`config.mk`:
```
export PLATFORM = sky130hd
export DESIGN_NAME = oven_ctrl
export DESIGN_NICKNAME = d
export VERILOG_FILES = /design/src/rtl/oven_pkg.sv /design/src/rtl/bin2bcd_seq.sv /design/src/rtl/oven_ctrl.sv
export SDC_FILE = /design/constraint.sdc
export NUM_CORES = 1
export LEC_CHECK = 0
export CAP_MARGIN = 25
export CORE_UTILIZATION = 32
export DETAILED_ROUTE_END_ITERATION = 16
export DONT_BUFFER_PORTS = 1
export HOLD_SLACK_MARGIN = 0.1
export SYNTH_ARGS = -nofsm -noshare
export SYNTH_HDL_FRONTEND = slang
export SYNTH_SLANG_ARGS = --single-unit
```
`constraint.sdc`:
```
create_clock -name clk -period 3.9 [get_ports clk]
set_input_delay 0.585 -clock clk [delete_from_list [all_inputs] [get_ports clk]]
set_output_delay 0.585 -clock clk [all_outputs]
set_load 0.05 [all_outputs]
```
`src/rtl/oven_pkg.sv`:
```
// Shared types and helpers for the oven controller: state encoding,
// button indices and the BCD digit adjust step used by the converter.
package oven_pkg;

  localparam int STATE_W    = 3;
  localparam int BCD_DIGITS = 4;
  localparam int BCD_W      = 4 * BCD_DIGITS;

  localparam int BTN_POWER = 0;
  localparam int BTN_UP    = 1;
  localparam int BTN_DOWN  = 2;
  localparam int BTN_START = 3;
  localparam int BTN_N     = 4;

  typedef enum logic [STATE_W-1:0] {
    OFF     = 3'd0,
    IDLE    = 3'd1,
    PREHEAT = 3'd2,
    BAKE    = 3'd3,
    DONE    = 3'd4
  } oven_state_e;

  // Shift-add-3 correction: any digit of 5 or more gets 3 added before the shift
  function automatic logic [BCD_W-1:0] bcdAdjust(input logic [BCD_W-1:0] v);
    logic [BCD_W-1:0] r;
    r = v;
    for (int i = 0; i < BCD_DIGITS; i++) begin
      if (v[4*i +: 4] >= 4'd5) begin
        r[4*i +: 4] = v[4*i +: 4] + 4'd3;
      end
    end
    return r;
  endfunction

endpackage

```
`src/rtl/bin2bcd_seq.sv`:
```
// Sequential shift-add-3 binary to BCD converter, one input bit per cycle.
// Only the low four decimal digits are kept, so larger values wrap mod 10000.
module bin2bcd_seq
  import oven_pkg::*;
#(
  parameter int IN_W = 12
) (
  input  logic             clk,
  input  logic             rst_n,
  input  logic             start_i,
  input  logic [IN_W-1:0]  bin_i,
  output logic             busy_o,
  output logic             valid_o,
  output logic [BCD_W-1:0] bcd_o
);

  localparam int CNT_W = $clog2(IN_W + 1);

  logic             busy_q, busy_d;
  logic             valid_q, valid_d;
  logic [CNT_W-1:0] cnt_q, cnt_d;
  logic [IN_W-1:0]  shift_q, shift_d;
  logic [BCD_W-1:0] bcd_q, bcd_d;
  logic [BCD_W-1:0] adjusted;

  assign adjusted = bcdAdjust(bcd_q);

  always_comb begin
    busy_d  = busy_q;
    valid_d = 1'b0;
    cnt_d   = cnt_q;
    shift_d = shift_q;
    bcd_d   = bcd_q;
    if (!busy_q) begin
      if (start_i) begin
        busy_d  = 1'b1;
        cnt_d   = '0;
        shift_d = bin_i;
        bcd_d   = '0;
      end
    end else if (cnt_q == CNT_W'(IN_W)) begin
      busy_d  = 1'b0;
      valid_d = 1'b1;
    end else begin
      bcd_d   = {adjusted[BCD_W-2:0], shift_q[IN_W-1]};
      shift_d = {shift_q[IN_W-2:0], 1'b0};
      cnt_d   = cnt_q + 1'b1;
    end
  end

  always_ff @(posedge clk) begin
    if (!rst_n) begin
      busy_q  <= 1'b0;
      valid_q <= 1'b0;
      cnt_q   <= '0;
      shift_q <= '0;
      bcd_q   <= '0;
    end else begin
      busy_q  <= busy_d;
      valid_q <= valid_d;
      cnt_q   <= cnt_d;
      shift_q <= shift_d;
      bcd_q   <= bcd_d;
    end
  end

  assign busy_o  = busy_q;
  assign valid_o = valid_q;
  assign bcd_o   = bcd_q;

endmodule

```
`src/rtl/oven_ctrl.sv`:
```
// Oven controller: button press detection, one-second tick, thermal model with
// hysteretic heater, preheat/bake/done sequencer and the BCD display feed.
module oven_ctrl
  import oven_pkg::*;
#(
  parameter int TICK_DIV  = 50000000,
  parameter int TEMP_W    = 11,
  parameter int TIME_W    = 12,
  parameter int TEMP_MIN  = 150,
  parameter int TEMP_MAX  = 550,
  parameter int TEMP_INIT = 350,
  parameter int TEMP_STEP = 5,
  parameter int AMBIENT   = 70,
  parameter int HEAT_RATE = 2,
  parameter int COOL_RATE = 1,
  parameter int HYST      = 2
) (
  input  logic              clk,
  input  logic              rst_n,
  input  logic              power_n,
  input  logic              up_n,
  input  logic              down_n,
  input  logic              start_n,
  input  logic [TIME_W-1:0] bake_time,
  input  logic              disp_sel,
  output logic [2:0]        state,
  output logic              heater,
  output logic              done,
  output logic [TEMP_W-1:0] cur_temp,
  output logic [15:0]       digits
);

  localparam int TICK_W = (TICK_DIV > 1) ? $clog2(TICK_DIV) : 1;
  localparam int SRC_W  = (TEMP_W > TIME_W) ? TEMP_W : TIME_W;
  localparam int TX_W   = TEMP_W + 1;

  localparam logic [TX_W-1:0] T_MIN  = TX_W'(TEMP_MIN);
  localparam logic [TX_W-1:0] T_MAX  = TX_W'(TEMP_MAX);
  localparam logic [TX_W-1:0] T_INIT = TX_W'(TEMP_INIT);
  localparam logic [TX_W-1:0] T_STEP = TX_W'(TEMP_STEP);
  localparam logic [TX_W-1:0] T_AMB  = TX_W'(AMBIENT);
  localparam logic [TX_W-1:0] T_HEAT = TX_W'(HEAT_RATE);
  localparam logic [TX_W-1:0] T_COOL = TX_W'(COOL_RATE);
  localparam logic [TX_W-1:0] T_HYST = TX_W'(HYST);
  localparam logic [TX_W-1:0] T_SAT  = {1'b0, {TEMP_W{1'b1}}};

  logic [BTN_N-1:0] btnRaw, sync1_q, sync2_q, prev_q, press_q;
  logic [1:0]       sampleValid_q;

  assign btnRaw = {start_n, down_n, up_n, power_n};

  // prev_q stays 0 until the synchroniser holds a real post-reset sample, so a
  // button already held at reset release never looks like a fresh press.
  always_ff @(posedge clk) begin
    if (!rst_n) begin
      sync1_q       <= '1;
      sync2_q       <= '1;
      prev_q        <= '0;
      press_q       <= '0;
      sampleValid_q <= '0;
    end else begin
      sync1_q       <= btnRaw;
      sync2_q       <= sync1_q;
      sampleValid_q <= {sampleValid_q[0], 1'b1};
      prev_q        <= sampleValid_q[1] ? sync2_q : '0;
      press_q       <= prev_q & ~sync2_q;
    end
  end

  logic [TICK_W-1:0] tickCnt_q;
  logic              tick;

  assign tick = (tickCnt_q == TICK_W'(TICK_DIV - 1));

  always_ff @(posedge clk) begin
    if (!rst_n)    tickCnt_q <= '0;
    else if (tick) tickCnt_q <= '0;
    else           tickCnt_q <= tickCnt_q + 1'b1;
  end

  oven_state_e       state_q, state_d;
  logic [TEMP_W-1:0] target_q, target_d;
  logic [TEMP_W-1:0] curTemp_q, curTemp_d;
  logic [TIME_W-1:0] timeLeft_q, timeLeft_d;
  logic              heater_q, heater_d;

  logic [TX_W-1:0]   curX, tgtX, heatSum, coolDiff, upSum, downDiff;
  logic [TEMP_W-1:0] heatedTemp, cooledTemp, raisedTarget, loweredTarget;
  logic              heatOn, heatOff;

  assign curX     = {1'b0, curTemp_q};
  assign tgtX     = {1'b0, target_q};
  assign heatSum  = curX + T_HEAT;
  assign coolDiff = curX - T_COOL;
  assign upSum    = tgtX + T_STEP;
  assign downDiff = tgtX - T_STEP;

  assign heatedTemp    = (heatSum > T_SAT) ? {TEMP_W{1'b1}} : heatSum[TEMP_W-1:0];
  assign cooledTemp    = (curX >= T_AMB + T_COOL) ? coolDiff[TEMP_W-1:0] : T_AMB[TEMP_W-1:0];
  assign raisedTarget  = (upSum > T_MAX) ? T_MAX[TEMP_W-1:0] : upSum[TEMP_W-1:0];
  assign loweredTarget = (tgtX < T_MIN + T_STEP) ? T_MIN[TEMP_W-1:0] : downDiff[TEMP_W-1:0];

  assign heatOn  = (curX + T_HYST) < tgtX;
  assign heatOff = curX >= tgtX;

  // The thermal model runs in every state and uses the heater value from before the tick.
  always_comb begin
    state_d    = state_q;
    target_d   = target_q;
    curTemp_d  = curTemp_q;
    timeLeft_d = timeLeft_q;
    heater_d   = 1'b0;

    if (tick) begin
      curTemp_d = heater_q ? heatedTemp : cooledTemp;
    end

    if (press_q[BTN_POWER]) begin
      state_d = (state_q == OFF) ? IDLE : OFF;
    end else begin
      case (state_q)
        OFF: ;
        IDLE: begin
          if (press_q[BTN_START]) begin
            state_d    = PREHEAT;
            timeLeft_d = bake_time;
          end
          if (press_q[BTN_UP] && !press_q[BTN_DOWN]) begin
            target_d = raisedTarget;
          end else if (press_q[BTN_DOWN] && !press_q[BTN_UP]) begin
            target_d = loweredTarget;
          end
        end
        PREHEAT: begin
          if (tick && heatOff) state_d = BAKE;
        end
        BAKE: begin
          if (tick) begin
            if (timeLeft_q == '0) state_d = DONE;
            else                  timeLeft_d = timeLeft_q - 1'b1;
          end
        end
        DONE: begin
          if (press_q[BTN_START]) state_d = IDLE;
        end
        default: state_d = OFF;
      endcase
    end

    // Heater follows the state being entered so a power-off drops it immediately.
    if (state_d == PREHEAT || state_d == BAKE) begin
      if (heatOn)       heater_d = 1'b1;
      else if (heatOff) heater_d = 1'b0;
      else              heater_d = heater_q;
    end
  end

  always_ff @(posedge clk) begin
    if (!rst_n) begin
      state_q    <= OFF;
      target_q   <= T_INIT[TEMP_W-1:0];
      curTemp_q  <= T_AMB[TEMP_W-1:0];
      timeLeft_q <= '0;
      heater_q   <= 1'b0;
    end else begin
      state_q    <= state_d;
      target_q   <= target_d;
      curTemp_q  <= curTemp_d;
      timeLeft_q <= timeLeft_d;
      heater_q   <= heater_d;
    end
  end

  logic [SRC_W-1:0] srcVal, lastSrc_q;
  logic [BCD_W-1:0] convBcd, digits_q;
  logic             convBusy, convValid, convStart;

  always_comb begin
    if (disp_sel)             srcVal = SRC_W'(timeLeft_q);
    else if (state_q == BAKE) srcVal = SRC_W'(curTemp_q);
    else                      srcVal = SRC_W'(target_q);
  end

  assign convStart = !convBusy && (srcVal != lastSrc_q);

  bin2bcd_seq #(
    .IN_W (SRC_W)
  ) u_bin2bcd (
    .clk     (clk),
    .rst_n   (rst_n),
    .start_i (convStart),
    .bin_i   (srcVal),
    .busy_o  (convBusy),
    .valid_o (convValid),
    .bcd_o   (convBcd)
  );

  // digits only changes on a completed conversion, never mid-shift.
  always_ff @(posedge clk) begin
    if (!rst_n) begin
      lastSrc_q <= '0;
      digits_q  <= '0;
    end else begin
      if (convStart) lastSrc_q <= srcVal;
      if (convValid) digits_q  <= convBcd;
    end
  end

  assign state    = state_q;
  assign heater   = heater_q;
  assign done     = (state_q == DONE);
  assign cur_temp = curTemp_q;
  assign digits   = digits_q;

endmodule

```
---- Word level (Yosys, flattened, before mapping) ----
Cells that the tools add are included.
storage, ports and cells
  input bits .............................. 19
  latch bits .............................. 0
  memory bits (writable) .................. 0
  memory bits (read-only) ................. 0
  bits in registers ....................... 144
  word-level logic and storage cells ...... 119
  output and inout bits ................... 32
  memories ................................ 0
operators by class
  bitwise operators ....................... 4
  divide/modulo/power cells ............... 0
  add/sub/neg operators ................... 11
  reductions and logical operators ........ 21
  $mul .................................... 0
  order comparisons ....................... 10
  shift-type cells ........................ 0
  mux-type cells .......................... 41
  equal/unequal tests ..................... 13
operator list
  kind                                                                            count
  11-bit two-way mux                                                              8
  12-bit two-way mux                                                              7
  16-bit two-way mux                                                              3
  26-bit by 1-bit adder with 26-bit output (second input constant)                1
  26-bit == test (second input constant)                                          1
  4-bit two-way mux                                                               6
  12-bit case mux with 2 select lines                                             1
  3-bit two-way mux                                                               7
  4-bit by 3-bit >= comparator with 1-bit output (second input constant)          4
  3-bit case mux with 5 select lines                                              1
  11-bit by 2-bit adder with 12-bit output (second input constant)                1
  11-bit by 3-bit adder with 12-bit output (second input constant)                1
  4-bit by 2-bit adder with 4-bit output (second input constant)                  3
  3-bit by 2-bit == test with 1-bit output (second input constant)                4
  12-bit by 10-bit > comparator with 1-bit output (second input constant)         1
  12-bit by 11-bit > comparator with 1-bit output (second input constant)         1
  12-bit logical NOT                                                              1
  12-bit by 11-bit less-than comparator with 1-bit output                         1
  12-bit inequality test                                                          1
  12-bit by 1-bit subtractor with 12-bit output (second input constant)           1
  11-bit >= comparator                                                            1
  11-bit by 7-bit >= comparator with 1-bit output (second input constant)         1
  11-bit by 8-bit less-than comparator with 1-bit output (second input constant)  1
  11-bit by 1-bit subtractor with 11-bit output (second input constant)           1
  other kinds (20)                                                                42

---- Longest topological paths before layout ----
Gate-level depths: netlist of the first run.
  depth in word-level cells ............... 8
  gate-level depth with buffers ........... 12
  mapped depth without buffers ............ 11

---- Hierarchy ----
A second synthesis of the first run with hierarchy kept.
unflattened totals
  cells, all modules ...................... 984
  area total of the unflattened synthesis .. 8,369.3 um2
by module, submodules not included
  module       instances  area an instance (um2)  cells each
  oven_ctrl    1          6,595.1                 803
  bin2bcd_seq  1          1,774.2                 181

---- Least setup slack after synthesis of the first run ----
Ideal clock, no wire load.
  path kind ............................... reg-to-reg
  from .................................... register curTemp_q[3], in the netlist cur_temp[3]
  to ...................................... register heater_q, in the netlist heater
  data arrival time ....................... 2.745 ns
  path slack .............................. 1.095 ns
  library setup time ...................... 0.060 ns
  stages on the path, launching flop included .. 11
  path through ............................ dfxtp_1 clkbuf_1 nand3_1 nor3_1 xor2_1 ha_1 a21o_1 a221o_1 nand2_1 and3_1 a32o_1
between the ends
  longest elaborated chain between the ends .. 8
ends and longest elaborated chain
  what                                      line              RTL
  start, declared                           oven_ctrl.sv:83   logic [TEMP_W-1:0] curTemp_q, curTemp_d;
  start signal, assigned                    oven_ctrl.sv:162  curTemp_q <= T_AMB[TEMP_W-1:0];
  start signal, assigned                    oven_ctrl.sv:168  curTemp_q <= curTemp_d;
  11-bit >= comparator                      oven_ctrl.sv:104  assign heatOff = curX >= tgtX;
  1-bit logical AND                         oven_ctrl.sv:135  if (tick && heatOff) state_d = BAKE;
  3-bit two-way mux                         oven_ctrl.sv:135
  3-bit case mux with 5 select lines        oven_ctrl.sv:121  case (state_q)
  3-bit two-way mux                         oven_ctrl.sv:118  if (press_q[BTN_POWER]) begin
  3-bit by 2-bit == test with 1-bit output  oven_ctrl.sv:151  if (state_d == PREHEAT || state_d == BAKE) begin
  1-bit logical OR                          oven_ctrl.sv:151
  2-bit AND reduction (no line)             -
  end signal, assigned                      oven_ctrl.sv:170  heater_q <= heater_d;
  end, declared                             oven_ctrl.sv:85   logic heater_q, heater_d;
Parallel ways exist; a longest one is shown, timed or not.
A chain may end at the register's enable or synchronous reset.

---- Final worst setup path of the first run ----
  from .................................... register state_q[2], in the netlist state[2]
  to ...................................... register u_bin2bcd.shift_q[9]
between the ends
  longest elaborated chain between the ends .. 7
ends and longest elaborated chain
  what                                          line               RTL
  start, declared                               oven_ctrl.sv:81    oven_state_e state_q, state_d;
  start signal, assigned                        oven_ctrl.sv:166   state_q <= state_d;
  3-bit by 2-bit == test with 1-bit output (*)  oven_ctrl.sv:180   else if (state_q == BAKE) srcVal = SRC_W'(curTemp_q);
  11-bit two-way mux (*)                        oven_ctrl.sv:180
  12-bit two-way mux (*)                        oven_ctrl.sv:179   if (disp_sel) srcVal = SRC_W'(timeLeft_q);
  12-bit inequality test                        oven_ctrl.sv:184   assign convStart = !convBusy && (srcVal != lastSrc_q);
  1-bit logical AND                             oven_ctrl.sv:184
  2-bit nonzero test (no line)                  -
  2-bit AND reduction (no line)                 -
  end signal, assigned                          bin2bcd_seq.sv:62  shift_q <= shift_d;
  end, declared                                 bin2bcd_seq.sv:22  logic [IN_W-1:0] shift_q, shift_d;
Every way passes the cells marked *; elsewhere a longest branch is shown, timed or not. The select of a mux whose other input is x is not followed.

==> flow_summary.yaml, run 1 <==
route:
  dr_total_vias: 7698
  drc: 2
  vias_per_cell: 5.475
  first_iter_violations: 499
  drt_first_pass_iters: 11
  wirelength_um: 22490
  drtAntennaViolNets: 0
  routedWlPerCell_um: 16.00
yosys:
  synth_cell_types: 69
  synth_edf_count: 0
  yosysSeqAreaShare_pct: 33.77
  synth_area_leaders: "dfxtp_1 (34%), ha_1 (6.2%), nor2_1 (5.1%)"
  synth_top_cell_by_area: "dfxtp_1"
  synthCells: 1087
  yosysWarningCount: 0
  synthFlopType: "dfxtp_1"
  netlist_area_um2: 8537
  synth_seq_cells: 144
  synthArstFlopShare_pct: 0
  syn_nets: 1148
  synth_top_area_share_pct: 33.77
  syn_area_per_cell_um2: 7.854
hold_path:
  hold_class: "input pin to register"
  hold_depth: 0
  min_to: "sampleValid_q[0]$_DFF_P_"
  min_from: "rst_n"
placed_design:
  hpwl_um: 15400
  port_buffers: 0
  gp_congestion: 0.8611
timing:
  setup_violations: 0
  slew_headroom_pct: 29.09
  skew_ps: 15.36
  hold_violations: 0
  slew_viol_final: 0
  setup_tns_ps: 0
  fmax_ghz: 0.2952
  holdWs_ps: 191.4
  fin_crit_sh_pct: 86.85
  fin_crit_ps: 3387
  rsz0062_at_grt: "false"
  tightest_slew_ps: 1057
setup_path:
  cp.required_ps: 4230
  rr_worst_depth: 8
  r2r-end: "u_bin2bcd.shift_q[9]$_SDFFE_PN0P_"
  crit_path_start_kind: "register"
  critical_path_peak_fanout: 13
  critPathArrivalTime_ps: 3720
  crit_type: "register to register"
  r2r-start: "state[2]$_SDFF_PN0_"
  cp-end-kind: "register"
  reg2reg_slack_ps: 510
clocking:
  root_buffer: "clkbuf_16"
  cts_tree: "yes"
  clk_latency_ps: 430
  cts_resized: 0
  postCtsHoldBufs: 0
  post_cts_buffers: 0
  clkTransAtPathRegs_ps: 60
  htreeDepth: 4
  cts_buffers: 17
  cts_buffer_depth: 2
  cts_num_sinks: 144
finish:
  nets: 1119
  drive_above_1_share_pct: 7.563
  seqCellArea_um2: 2883
  diodes: 0
  nFillCells: 2758
  layout_commonest_cell: "dfxtp_1"
  final_cell_mix: "dfxtp_1 (144), nor2_1 (115), a21oi_1 (85)"
  syn_to_final_growth_pct: 11.05
  multiInputGateArea_um2: 5185
global_routing:
  grt_usage_pct: 16.99
  antenna_found_initial: 0
  grt_overflow_total: 0
  grt_pass1_vias: 7215
  grt_pass1_wl_um: 37090
  grt_start_max_net_pins: 64
power:
  worst_ir_drop_vdd_mv: 0.2827
  p_per_area_nw_per_um2: 365.3
  power_leakage_nw: 3.424
floorplan:
  ios: 51
  die_area_um2: 27340
  rows: 59
  die_w_um: 165.3
  core_um2: 26130
  die_height_um: 165.3
  start_util_pct: 32.67
job:
  maxCapViolCount: 0
status:
  status: "finished with violations"
  violations: "DRC"
==> per-layer routing <==
metal	up-vias	wire length (µm)	global-route usage, %
met4	0	375	6.364
met2	207	10370	26.78
met1	3609	10600	22.69
met3	31	1149	3.521
met5	-	0	0
li1	3851	-	-
==> synth_stat cells (11+ instances only) <==
library cell	number
a211oi_1	17
and3_1	16
xor2_1	21
xnor2_1	36
buf_2	12
nand4_1	22
mux2i_1	31
nor3_1	35
nand3_1	50
a21oi_1	85
o22ai_1	12
clkbuf_1	58
nor2_1	115
nand2_1	73
o211ai_1	13
a31oi_1	15
dfxtp_1	144
inv_1	38
or3_1	11
o21ai_0	79
ha_1	42
nand2b_1	25
==> flip-flops by register name, summed over array words and instances, names as in the netlist, 2 cells and up <==
signal,flops
u_bin2bcd.cnt_q,4
cur_temp,11
prev_q,4
u_bin2bcd.bcd_o,16
sync1_q,4
sampleValid_q,2
state,3
tickCnt_q,26
press_q,4
target_q,11
timeLeft_q,12
digits,16
lastSrc_q,12
sync2_q,4
u_bin2bcd.shift_q,12
==> final cells by class <==
type / instances / area share (%)
flip-flops and latches: 144 / 30.41
inverters: 43 / 1.703
repair buffers: 30 / 2.376
well taps: 335 / 4.421
clock buffers: 21 / 4.751
multi-input cells: 822 / 54.69
clock inverters: 11 / 1.650
==> critical path, cell delays in order (launching register included) <==
cell and delay (ps):
dfxtp_1 390, buf_4 250, and3b_1 320, or3_1 340
nand4b_1 100, and4b_1 230, a211oi_1 890, nor2_1 460
a211oi_1 310
==> cells by family after synthesis <==
logic type / share of synthesized area (%)
simple gates: 23.11
compound gates: 21.15
flops: 33.77
buf+inv: 5.540
xor+xnor: 5.848
fa+ha+maj: 6.156
mux: 4.426
==> report_power, final <==
part           internal (mW)  switching [mW]  total [mW]
clock                   1.03           0.684        1.72
sequential              1.50          0.0287        1.53
combinational         0.0706           0.143       0.214
total                   2.61           0.855        3.46
==> worst max path at each step <==
stage	from	end	slack [ps]	cells after the start
3_3_place_gp	state[2]$_SDFF_PN0_	u_bin2bcd.shift_q[5]$_SDFFE_PN0P_	690	8
2_1_floorplan	cur_temp[3]$_SDFFE_PN0P_	heater$_SDFFE_PN0P_	1090	10
5_1_grt	state[2]$_SDFF_PN0_	u_bin2bcd.shift_q[9]$_SDFFE_PN0P_	160	8
6_report	state[2]$_SDFF_PN0_	u_bin2bcd.shift_q[9]$_SDFFE_PN0P_	510	8
3_5_place_dp	state[2]$_SDFF_PN0_	u_bin2bcd.shift_q[9]$_SDFFE_PN0P_	600	8
4_1_cts	state[2]$_SDFF_PN0_	u_bin2bcd.shift_q[9]$_SDFFE_PN0P_	550	8
==> metrics by stage <==
step	total power, mW	setup WS [ps]	std cells	utilization, %	area [µm²]
3_3_place_gp	1.776	686.4	1374	33.96	8874
4_1_cts	3.497	552.3	1406	36.28	9480
2_1_floorplan	1.732	1095	1087	-	8537
3_5_place_dp	1.777	599.7	1374	33.96	8874
5_1_grt	3.580	161.2	1406	36.28	9480
6_report	3.463	512.8	1406	36.28	9480
(Power assumes the default switching activity.)
==> inputs of run 2 (changes only) <==
Settings changed: CORE_MARGIN from default to 4.
==> run 2 against run 1 <==
- the run now ends clean
- largest cell class unchanged
- via count rose by 0.66%
- combinational power fell by 4%
- utilization barely moved
- worst hold slack improved by 2.7 ps
- clock power barely moved
- global-route usage fell by 1.5 points
==> flow_summary.yaml, run 2 (same netlist as run 1, synthesis figures left out) <==
setup_path:
  reg2reg_slack_ps: 650
  critical_path_peak_fanout: 14
  cp-end-kind: "register"
  cp.required_ps: 4250
  crit_type: "register to register"
  critPathArrivalTime_ps: 3600
  crit_path_start_kind: "register"
status:
  status: "finished, final reports clean"
clocking:
  cts_tree: "yes"
  root_buffer: "clkbuf_16"
  cts_resized: 0
  clk_latency_ps: 420
  cts_num_sinks: 144
  post_cts_buffers: 0
  cts_buffers: 17
  cts_buffer_depth: 2
  postCtsHoldBufs: 0
  clkTransAtPathRegs_ps: 60
  htreeDepth: 4
timing:
  slew_headroom_pct: 33.17
  slew_viol_final: 0
  setup_violations: 0
  tightest_slew_ps: 1000
  setup_tns_ps: 0
  hold_violations: 0
  fin_crit_ps: 3247
  fmax_ghz: 0.3080
  fin_crit_sh_pct: 83.26
  rsz0062_at_grt: "false"
  skew_ps: 9.500
placed_design:
  hpwl_um: 15590
  gp_congestion: 0.8923
  port_buffers: 0
hold_path:
  hold_class: "input pin to register"
route:
  vias_per_cell: 5.523
  drc: 0
  drtAntennaViolNets: 0
  routedWlPerCell_um: 16.08
  wirelength_um: 22560
  dr_total_vias: 7749
  drt_first_pass_iters: 5
  first_iter_violations: 544
finish:
  nFillCells: 2717
  diodes: 0
  largest_reg_flops: 26
  drive_above_1_share_pct: 7.491
  layout_commonest_cell: "dfxtp_1"
  top_register: "tickCnt_q"
  nets: 1117
  final_cell_mix: "dfxtp_1 (144), nor2_1 (115), a21oi_1 (85)"
  final_util_pct: 36.24
  syn_to_final_growth_pct: 10.95
global_routing:
  antenna_found_initial: 0
  grt_overflow_total: 0
  grt_start_max_net_pins: 64
  grt_pass1_vias: 7242
  grt_pass1_wl_um: 37680
  met3_usage_pct: 3.631
  global_route.usage.met2_pct: 24.27
  top_usage_layer: "met2"
  met1_usage_pct: 20.87
  grt_usage_pct: 15.49
floorplan:
  rows: 59
  die_w_um: 171.3
  start_util_pct: 32.67
  die_area_um2: 29360
  die_height_um: 171.3
  core_um2: 26130
  ios: 51
power:
  worst_ir_drop_vdd_mv: 0.3266
  p_per_area_nw_per_um2: 364.3
  power_leakage_nw: 3.419
job:
  maxCapViolCount: 0
run 2: cell count changes in the layout (fill, tap and decap cells not counted):
| cell | before | now |
|---|---|---|
| clkbuf_1 | 3 | 1 |
| buf_4 | 30 | 28 |
| clkbuf_8 | 1 | 2 |
run 2: routing by layer:
metal / share of wire (%) / vias to the layer above
li1: - / 3846
met1: 47 / 3640
met2: 45 / 221
met3: 5.5 / 42
met4: 2.6 / 0
met5: 0 / -
run 2: layout make-up:
class                           count  area [µm²]  share of cell area [%]
Multi-Input combinational cell    822        5185                   54.74
Inverter                           43       161.4                   1.704
Sequential cell                   144        2883                   30.44
Timing Repair Buffer               28       210.2                   2.219
Clock buffer                       20       456.7                   4.822
Tap cell                          335       419.2                   4.425
Clock inverter                     11       156.4                   1.651
run 2: worst paths after layout:
kind / start / end / cells past startpoint
worst min-delay path: rst_n / sampleValid_q[0]$_DFF_P_ / 0
worst max register to register: target_q[0]$_SDFFE_PN0P_ / target_q[0]$_SDFFE_PN0P_ / 8
worst max-delay path: target_q[0]$_SDFFE_PN0P_ / target_q[0]$_SDFFE_PN0P_ / 8
worst min register to register: sync2_q[3]$_SDFF_PN1_ / press_q[3]$_SDFF_PN0_ / 1
run 2: worst max-delay path, stage by stage (launching register included):
cell and delay [ps]:
dfxtp_1 630, ha_1 410, o2111ai_1 240, nor4_1 330
mux2i_1 270, nor4b_1 580, a21oi_2 290, a211o_1 310
a21oi_1 110
run 2: through the flow:
stage / setup slack, ps / hold WS, ps / power, mW / cell area [µm²] / instances
5_1_grt: 303.8 / 158.8 / 3.584 / 9472 / 1403
2_1_floorplan: 1095 / 383.3 / 1.732 / 8537 / 1087
6_report: 653.0 / 194.1 / 3.450 / 9472 / 1403
3_5_place_dp: 780.0 / 392.2 / 1.771 / 8859 / 1372
3_3_place_gp: 746.0 / 388.8 / 1.769 / 8859 / 1372
4_1_cts: 763.1 / 170.1 / 3.489 / 9472 / 1403
run 2: where the power goes:
group	total (mW)	switching, mW	internal [mW]	leakage (nW)
Clock	1.71	0.665	1.04	0.289
Sequential	1.53	0.0294	1.51	1.17
Combinational	0.206	0.138	0.0681	1.96
